==> config.mk <==
export PLATFORM = sky130hd
export DESIGN_NAME = rid_alloc
export DESIGN_NICKNAME = d
export VERILOG_FILES = /design/src/rtl/rid_alloc.sv
export SDC_FILE = /design/constraint.sdc
export NUM_CORES = 2
export LEC_CHECK = 0
export CAP_MARGIN = 20
export CORE_AREA = 5 5 401 403
export CTS_CLUSTER_SIZE = 28
export DETAILED_ROUTE_END_ITERATION = 16
export DIE_AREA = 0 0 406 408
export PLACE_DENSITY = 0.77
export SLEW_MARGIN = 20
export SYNTH_ARGS = -nofsm -noshare
export SYNTH_HDL_FRONTEND = slang
export SYNTH_SLANG_ARGS = --single-unit
==> constraint.sdc <==
create_clock -name clk -period 15.4 [get_ports clk]
set_input_delay 4.62 -clock clk [delete_from_list [all_inputs] [get_ports clk]]
set_output_delay 4.62 -clock clk [all_outputs]
set_load 0.02 [all_outputs]
==> src/rtl/rid_alloc.sv <==
// Ray-ID allocator: tags incoming rays with a RID from a finite pool and recycles retired RIDs.
// Optional release checker enabled by defining RID_ALLOC_CHECK_EN (in-flight bitmap, sticky err).
module rid_alloc #(
  parameter int RAY_WIDTH = 256,
  parameter int RID_WIDTH = 8
) (
  input  logic                           clk,
  input  logic                           arst,
  input  logic [RAY_WIDTH-1:0]           ray_stream_rsc_dat,
  input  logic                           ray_stream_rsc_vld,
  output logic                           ray_stream_rsc_rdy,
  output logic [RAY_WIDTH+RID_WIDTH-1:0] init_req_stream_rsc_dat,
  output logic                           init_req_stream_rsc_vld,
  input  logic                           init_req_stream_rsc_rdy,
  input  logic [RID_WIDTH-1:0]           rid_rel_rsc_dat,
  input  logic                           rid_rel_rsc_vld,
  output logic [RID_WIDTH:0]             inflight_cnt,
  output logic                           err
);

  localparam int N = 1 << RID_WIDTH;
  localparam logic [RID_WIDTH-1:0] RID_MAX = '1;

  typedef enum logic {FRESH = 1'b0, RECYCLE = 1'b1} state_e;

  state_e                         state_q, state_d;
  logic [RID_WIDTH-1:0]           fresh_q;
  logic [RID_WIDTH-1:0]           free_mem [N];
  logic [RID_WIDTH-1:0]           wr_ptr_q, rd_ptr_q;
  logic [RID_WIDTH:0]             free_cnt_q, free_cnt_d;
  logic [RID_WIDTH:0]             inflight_q, inflight_d;
  logic                           out_vld_q;
  logic [RAY_WIDTH+RID_WIDTH-1:0] out_dat_q;

  logic                 rid_avail;
  logic                 accept;
  logic                 pop;
  logic                 rel_ok;
  logic [RID_WIDTH-1:0] alloc_rid;

  // State register
  always_ff @(posedge clk or posedge arst) begin
    if (arst) state_q <= FRESH;
    else      state_q <= state_d;
  end

  // Next-state: the fresh counter is used exactly once, then the pool runs from the FIFO
  always_comb begin
    state_d = state_q;
    if (state_q == FRESH && accept && fresh_q == RID_MAX) state_d = RECYCLE;
  end

  // State outputs: RID source selection
  always_comb begin
    rid_avail = (state_q == FRESH) || (free_cnt_q != '0);
    alloc_rid = (state_q == FRESH) ? fresh_q : free_mem[rd_ptr_q];
    pop       = accept && (state_q == RECYCLE);
  end

  assign ray_stream_rsc_rdy = rid_avail && (!out_vld_q || init_req_stream_rsc_rdy);
  assign accept             = ray_stream_rsc_vld && ray_stream_rsc_rdy;

`ifdef RID_ALLOC_CHECK_EN
  logic [N-1:0] bitmap_q, bitmap_d;
  logic         err_q;

  // A RID being allocated this cycle still has its bit clear, so a same-cycle release of it is rejected.
  assign rel_ok = rid_rel_rsc_vld && bitmap_q[rid_rel_rsc_dat];

  always_comb begin
    bitmap_d = bitmap_q;
    if (accept) bitmap_d[alloc_rid]       = 1'b1;
    if (rel_ok) bitmap_d[rid_rel_rsc_dat] = 1'b0;
  end

  always_ff @(posedge clk or posedge arst) begin
    if (arst) begin
      bitmap_q <= '0;
      err_q    <= 1'b0;
    end else begin
      bitmap_q <= bitmap_d;
      if (rid_rel_rsc_vld && !rel_ok) err_q <= 1'b1;
    end
  end

  assign err = err_q;
`else
  assign rel_ok = rid_rel_rsc_vld;
  assign err    = 1'b0;
`endif

  always_comb begin
    free_cnt_d = free_cnt_q;
    inflight_d = inflight_q;
    case ({rel_ok, pop})
      2'b10:   free_cnt_d = free_cnt_q + 1'b1;
      2'b01:   free_cnt_d = free_cnt_q - 1'b1;
      default: ;
    endcase
    case ({accept, rel_ok})
      2'b10:   inflight_d = inflight_q + 1'b1;
      2'b01:   inflight_d = inflight_q - 1'b1;
      default: ;
    endcase
  end

  // Free-list storage carries no reset; occupancy is tracked by free_cnt_q
  always_ff @(posedge clk) begin
    if (rel_ok) free_mem[wr_ptr_q] <= rid_rel_rsc_dat;
  end

  always_ff @(posedge clk or posedge arst) begin
    if (arst) begin
      fresh_q    <= '0;
      wr_ptr_q   <= '0;
      rd_ptr_q   <= '0;
      free_cnt_q <= '0;
      inflight_q <= '0;
      out_vld_q  <= 1'b0;
      out_dat_q  <= '0;
    end else begin
      free_cnt_q <= free_cnt_d;
      inflight_q <= inflight_d;
      if (rel_ok) wr_ptr_q <= wr_ptr_q + 1'b1;
      if (pop)    rd_ptr_q <= rd_ptr_q + 1'b1;
      if (accept && state_q == FRESH) fresh_q <= fresh_q + 1'b1;
      if (accept) begin
        out_vld_q <= 1'b1;
        out_dat_q <= {ray_stream_rsc_dat, alloc_rid};
      end else if (init_req_stream_rsc_rdy) begin
        out_vld_q <= 1'b0;
      end
    end
  end

  assign init_req_stream_rsc_vld = out_vld_q;
  assign init_req_stream_rsc_dat = out_dat_q;
  assign inflight_cnt            = inflight_q;

endmodule

Yosys cells after proc, flatten, opt, wreduce, memory -nomap -nowiden

Memory sizes are Yosys's and may differ from the RTL's.
Index checks and enable logic that the tools add are counted.

Bits in registers: 308
Bits in writable memories: 2,048
Output and inout bits: 276
Memories: 1

Reductions and logical operators: 12
Eq/ne operators: 5
Add/subtract/negate cells: 7
Bitwise logic cells: 1
Muxes and demuxes: 7

Memories:

| name     | words | bits a word | read ports | clocked after memory_dff | wr ports | line | source |
|---|---|---|---|---|---|---|---|
| free_mem | 256   | 8           | 1          | 0                        | 1        | 28   | `logic [RID_WIDTH-1:0] free_mem [N];` |

Operators with widths:

| operator                                            | number |
|---|---|
| one-hot mux 9 bit (2 select lines)                  | 2 |
| adder 8 x 1 -> 8 bit, second input constant         | 3 |
| adder 9 x 1 -> 9 bit, second input constant         | 2 |
| subtractor 9 x 1 -> 9 bit, second input constant    | 2 |
| nonzero test 9 bit                                  | 1 |
| equality test 8 bit, second input constant          | 1 |
| 2-to-1 mux 8 bit                                    | 1 |
| nonzero test 2 bit                                  | 3 |
| logical AND 1 bit                                   | 5 |
| equality test 2 x 1 -> 1 bit, second input constant | 2 |
| equality test 2 bit, second input constant          | 2 |
| 2-to-1 mux 1 bit                                    | 4 |
| logical OR 1 bit                                    | 2 |
| zero test 1 bit                                     | 1 |
| inverter 1 bit                                      | 1 |

Depth between registers and ports, before layout

Word-level depth: 7
Mapped depth: 18
Gate-level depth less buffers: 14

Worst setup path after synthesis

Ideal clock, no wire load.

Path type: input port to output port
From: input init_req_stream_rsc_rdy
To: output ray_stream_rsc_rdy
Required time: 10.780 ns
Cell stages on the path: 2
Setup slack: 5.791 ns
Data arrival time: 4.989 ns
Path through: nand2b_1 > and2_1

Cells in the longest elaborated chain, start to end: 2

Ends and longest elaborated chain:

| item               | line | source |
|---|---|---|
| start: declaration | 14   | `input logic init_req_stream_rsc_rdy,` |
| logical OR 1 bit   | 60   | `assign ray_stream_rsc_rdy = rid_avail && (!out_vld_q \|\| init_req_stream_rsc_rdy);` |
| logical AND 1 bit  | 60   |  |
| end: declaration   | 11   | `output logic ray_stream_rsc_rdy,` |

No other way between the ends.

Final worst setup path

Ends and elaborated chain as after synthesis.

==> results.md <==
- For this design the total switching power over the nets is 3210 uW.
- The max capacitance violation total is 0.
- The count of final hold-check violations is 0.
- The via count of the first global-routing pass is 50,300.
- After the last flow step, the layout net total stands at a little under 6,000.
- The register area share after synthesis is 0.755.
- The actual transition at the worst max-transition pin is 1250 ps.
- Overall power consumption after layout is estimated at 13,700 uW.
- The tightest slew margin relative to the limit is 0.165.
- The post-synth design cell area is just over 90,000 um2.
- The final design utilization is 0.675.
- The cell occurring most often along the worst timing path is sky130_fd_sc_hd__clkdlybuf4s50_1.
- Of the cells placed in the final design, the portion with a size suffix greater than 1 is 0.161.
- The highest cell delay on the worst timing path is 680 ps.
- The synthesis warning total is 0.
- The largest net degree at the start of global routing is approximately 170.
- The proportion of register bits with asynchronous set or reset after synthesis is 0.131.
- Grouping stages by cell kind, the critical path spends the most delay in buffers and inverters.
- Synthesis produced a netlist whose cell count is roughly 5,000.
- Sorting the synthesized cells by area gives the leading types as sky130_fd_sc_hd__edfxtp_1 (67%), sky130_fd_sc_hd__mux4_2 (12%), sky130_fd_sc_hd__dfrtp_1 (8.4%), sky130_fd_sc_hd__nand2_1 (3.6%), sky130_fd_sc_hd__mux2i_1 (1.3%).
- The total CTS buffers is around 220.
- The maximum fanout along the worst path is 3.
- The highest ir drop seen on vdd is roughly 130 uV.
- The number of distinct library cells after synthesis is between 70 and 80.
- The first TritonRoute pass finished after 7 iterations.
- The post-place instance area is between 90,000 and 100,000 um2.
- The biggest area consumer among synthesized cells is sky130_fd_sc_hd__edfxtp_1.
- The worst endpoint required time is roughly 11,000 ps.
- The maximum clock rate is a little over 90 MHz.
- The floorplan step set the die height to just over 400 um.
- In the final timing run, aggregate negative setup slack is 0 ps.
- The clock tree synthesis step divided the H-tree into 4 levels.
- The number of routed nets with antenna violations is 0.
- The standard cell with the maximum stage delay on the critical path is sky130_fd_sc_hd__clkdlybuf4s50_1.
- For the worst setup path, the data arrival time is about 6300 ps.
- For this design the static power due to leakage is about 0.035 uW.
- The critical path contains buffers and inverters numbering 2 combined.
- The final count of negative-setup-slack endpoints is 0.
- The first global-routing pass estimated approximately 360 mm of wire.
- The library cell with the highest instance count after synthesis is sky130_fd_sc_hd__edfxtp_1.
- The final worst hold slack is 474 ps.
- The TritonCTS clock tree is yes.
- In this run, post-CTS repair resized a total of 0 instances.
- Each instance of the synthesized netlist takes up on average about 18 um2.
- The power density of the placed cells is roughly 130 nW/um2.
- Of the total power, the share spent switching nets is 0.235.
- For this run, the total global-route usage over all layers was measured as 0.308.
- The flow ran to the end, and the final reports show no timing, DRC or antenna violations.
- The proportion of netlist area held by the largest area contributor is 0.671.
- Of the total power, combinational logic draws 0.085.
- The wire length after detailed routing is around 250 mm.
- The average detailed-routed wire length per instance is between 30 and 40 um.
- The area of all placed cells without fillers is approximately 110,000 um2.
- Of the total power, registers draw 0.531.
- Clock skew on the completed layout was measured at approximately 44 ps.
- STA classifies the critical path endpoint as a primary output.
- The multi-input gate area in the final layout is approximately 21,000 um2.
- The routed layout has 50,600 vias.
- The sequential cells in the finished layout cover a total of 69,200 um2.
- The final critical-path required period is roughly 11,000 ps.
- The floorplan step set the die width to around 410 um.
- Setup repair after global routing left no endpoint under its margin.
- In this run the post-CTS setup repair buffer count came out at 0.
- Synthesis inferred 2,356 register bits.
- The total area inside the core boundary comes to between 150,000 and 200,000 um2.
- The root cell of the clock tree is sky130_fd_sc_hd__clkbuf_16.
- The total internal power is between 10,000 and 15,000 uW.
- In the routed design, unresolved DRC markers number 0.
- The overall overflow remaining after global route is 0.
- The detailed placer's ending HPWL is between 150 and 200 mm.
- The initial antenna violation count came to 44.
- The count of buffers added on input and output ports is between 500 and 600.
- After detailed routing, the number of vias per cell comes to between 6 and 7.
- The detailed router's first-iteration violation count is 7,225.
- The share of total power dissipated in the clock network is 0.384.
- The classification of the worst-slack hold path is reg2reg.
- The clock passes through at most 3 buffers.
- From synthesis to final layout, the design area changed by 15.7%.
- The worst setup path is launched from an input pin.
- The die covers 166,000 um2.
- Routability-driven placement finished with a final weighted congestion of slightly above 0.9.
- The final count of pins violating max slew is 0.
- The worst setup path is of the in2out kind.
- Walking the worst path, the cells encountered are clkdlybuf4s50_1 -> nand2b_1 -> and2_1 -> clkdlybuf4s50_1.
- For this design the top-level I/O count stands at about 550.
- For this design, the CTS-stage hold fixing added 0 buffers.
- The number of clock sinks is between 2,000 and 2,500.
- The initial standard-cell utilization of the core is 0.583.
- The clock latency at the later pin of the worst-skew pair is around 860 ps.
- Counting the fill cells in the layout gives about 9,900.
- The number of synthesized flops with an enable pin is roughly 2,000.
- The top flip-flop cell by instance count after synthesis is sky130_fd_sc_hd__edfxtp_1.
- In the synthesized netlist, the cells that appear most often are sky130_fd_sc_hd__edfxtp_1 (2,048), sky130_fd_sc_hd__nand2_1 (868), sky130_fd_sc_hd__mux4_2 (495).
- The number of nets in the synthesized netlist is about 5,300.
- The CTS clock-pin slew for the worst setup and hold paths is 60 ps.
- Of the available clock period, the critical path in the final layout requires 0.710.
- The floorplan has roughly 150 rows.
-- tightest hold or removal path, delay by kind of cell (launching register included) --
kind             cells  cell delay (ps)
flip-flops           1              340
AND/OR/NAND/NOR      2              100
-- routing by layer --
metal	up-vias	GRT usage	wire length, um
met3	592	0.100	30700
met1	26000	0.396	87200
met2	3282	0.472	121000
met5	-	0	114
li1	20700	-	-
met4	16	0.168	15200
-- through the flow --
stage                     instances  setup WS [ps]
after global routing           7837           4460
final                          7842           4470
after global placement         7404           4450
after CTS                      7809           4450
after detailed placement       7404           4470
after floorplan                5018           2260
-- worst paths after layout --
check,slack (ps),cells after the start,from,end
worst min register to register,470,2,init_req_stream_rsc_dat[131]$_DFFE_PP0P_,init_req_stream_rsc_dat[131]$_DFFE_PP0P_
worst min-delay path,470,2,init_req_stream_rsc_dat[131]$_DFFE_PP0P_,init_req_stream_rsc_dat[131]$_DFFE_PP0P_
worst max-delay path,4470,4,init_req_stream_rsc_rdy,ray_stream_rsc_rdy
worst max register to register,9860,9,rd_ptr_q[1]$_DFFE_PP0N_,init_req_stream_rsc_dat[3]$_DFFE_PP0P_
max in group asynchronous,8900,4,arst,init_req_stream_rsc_dat[213]$_DFFE_PP0P_
min in group asynchronous,4290,2,arst,init_req_stream_rsc_dat[36]$_DFFE_PP0P_
-- logic make-up (layout without fill, tap and decap cells) --
logic type,count (synthesis),in the layout,share of synthesized area
buffers and inverters,312,1036,0.0171
multiplexers,625,625,0.136
AND/OR/NAND/NOR,1309,1309,0.0574
other,1,29,0.0000409
flip-flops,2356,2356,0.755
adder cells (fa/ha/maj),24,24,0.00344
XOR/XNOR,34,34,0.00325
AO/OA/AOI/OAI,357,357,0.0272
-- state kept, by name (all words and copies together), names as in the netlist --
register	cells
free_cnt_q	9
free_mem	2048
fresh_q	8
inflight_cnt	9
init_req_stream_rsc_dat	264
init_req_stream_rsc_vld	1
rd_ptr_q	8
state_q	1
wr_ptr_q	8
-- power groups by stage --
| stage | registers, uW | clock network [uW] | logic [uW] |
|---|---|---|---|
| 2_1_floorplan | 7490 | 0 | 349 |
| 3_3_place_gp | 7380 | 0 | 1110 |
| 3_5_place_dp | 7380 | 0 | 1130 |
| 4_1_cts | 7250 | 5280 | 1140 |
| 5_1_grt | 7270 | 5570 | 1220 |
| 6_report | 7260 | 5240 | 1160 |
-- layout make-up --
class | count | share of cell area
Clock buffer | 297 | 0.0567
Sequential cell | 2356 | 0.653
Timing Repair Buffer | 616 | 0.0584
Inverter | 15 | 0.000673
Clock inverter | 108 | 0.00863
Antenna cell | 28 | 0.000661
Tap cell | 2072 | 0.0245
Multi-Input combinational cell | 2350 | 0.198
-- layout by cell type, fill, tap and decap left out, drive strengths merged, types with 22 or more instances in the layout --
cell type / Yosys / layout
ha: 22 / 22
clkdlybuf4s50: 0 / 535
diode: 0 / 28
mux4: 495 / 495
mux2i: 118 / 118
buf: 113 / 75
a221oi: 28 / 28
inv: 15 / 24
xnor2: 24 / 24
edfxtp: 2048 / 2048
clkinv: 0 / 81
nand3: 56 / 56
o21ai: 51 / 51
a22oi: 101 / 101
nor2: 289 / 289
a21oi: 56 / 56
nand2: 868 / 868
clkbuf: 184 / 303
dfrtp: 308 / 308
No activity file was read; power rests on OpenSTA's default activity.
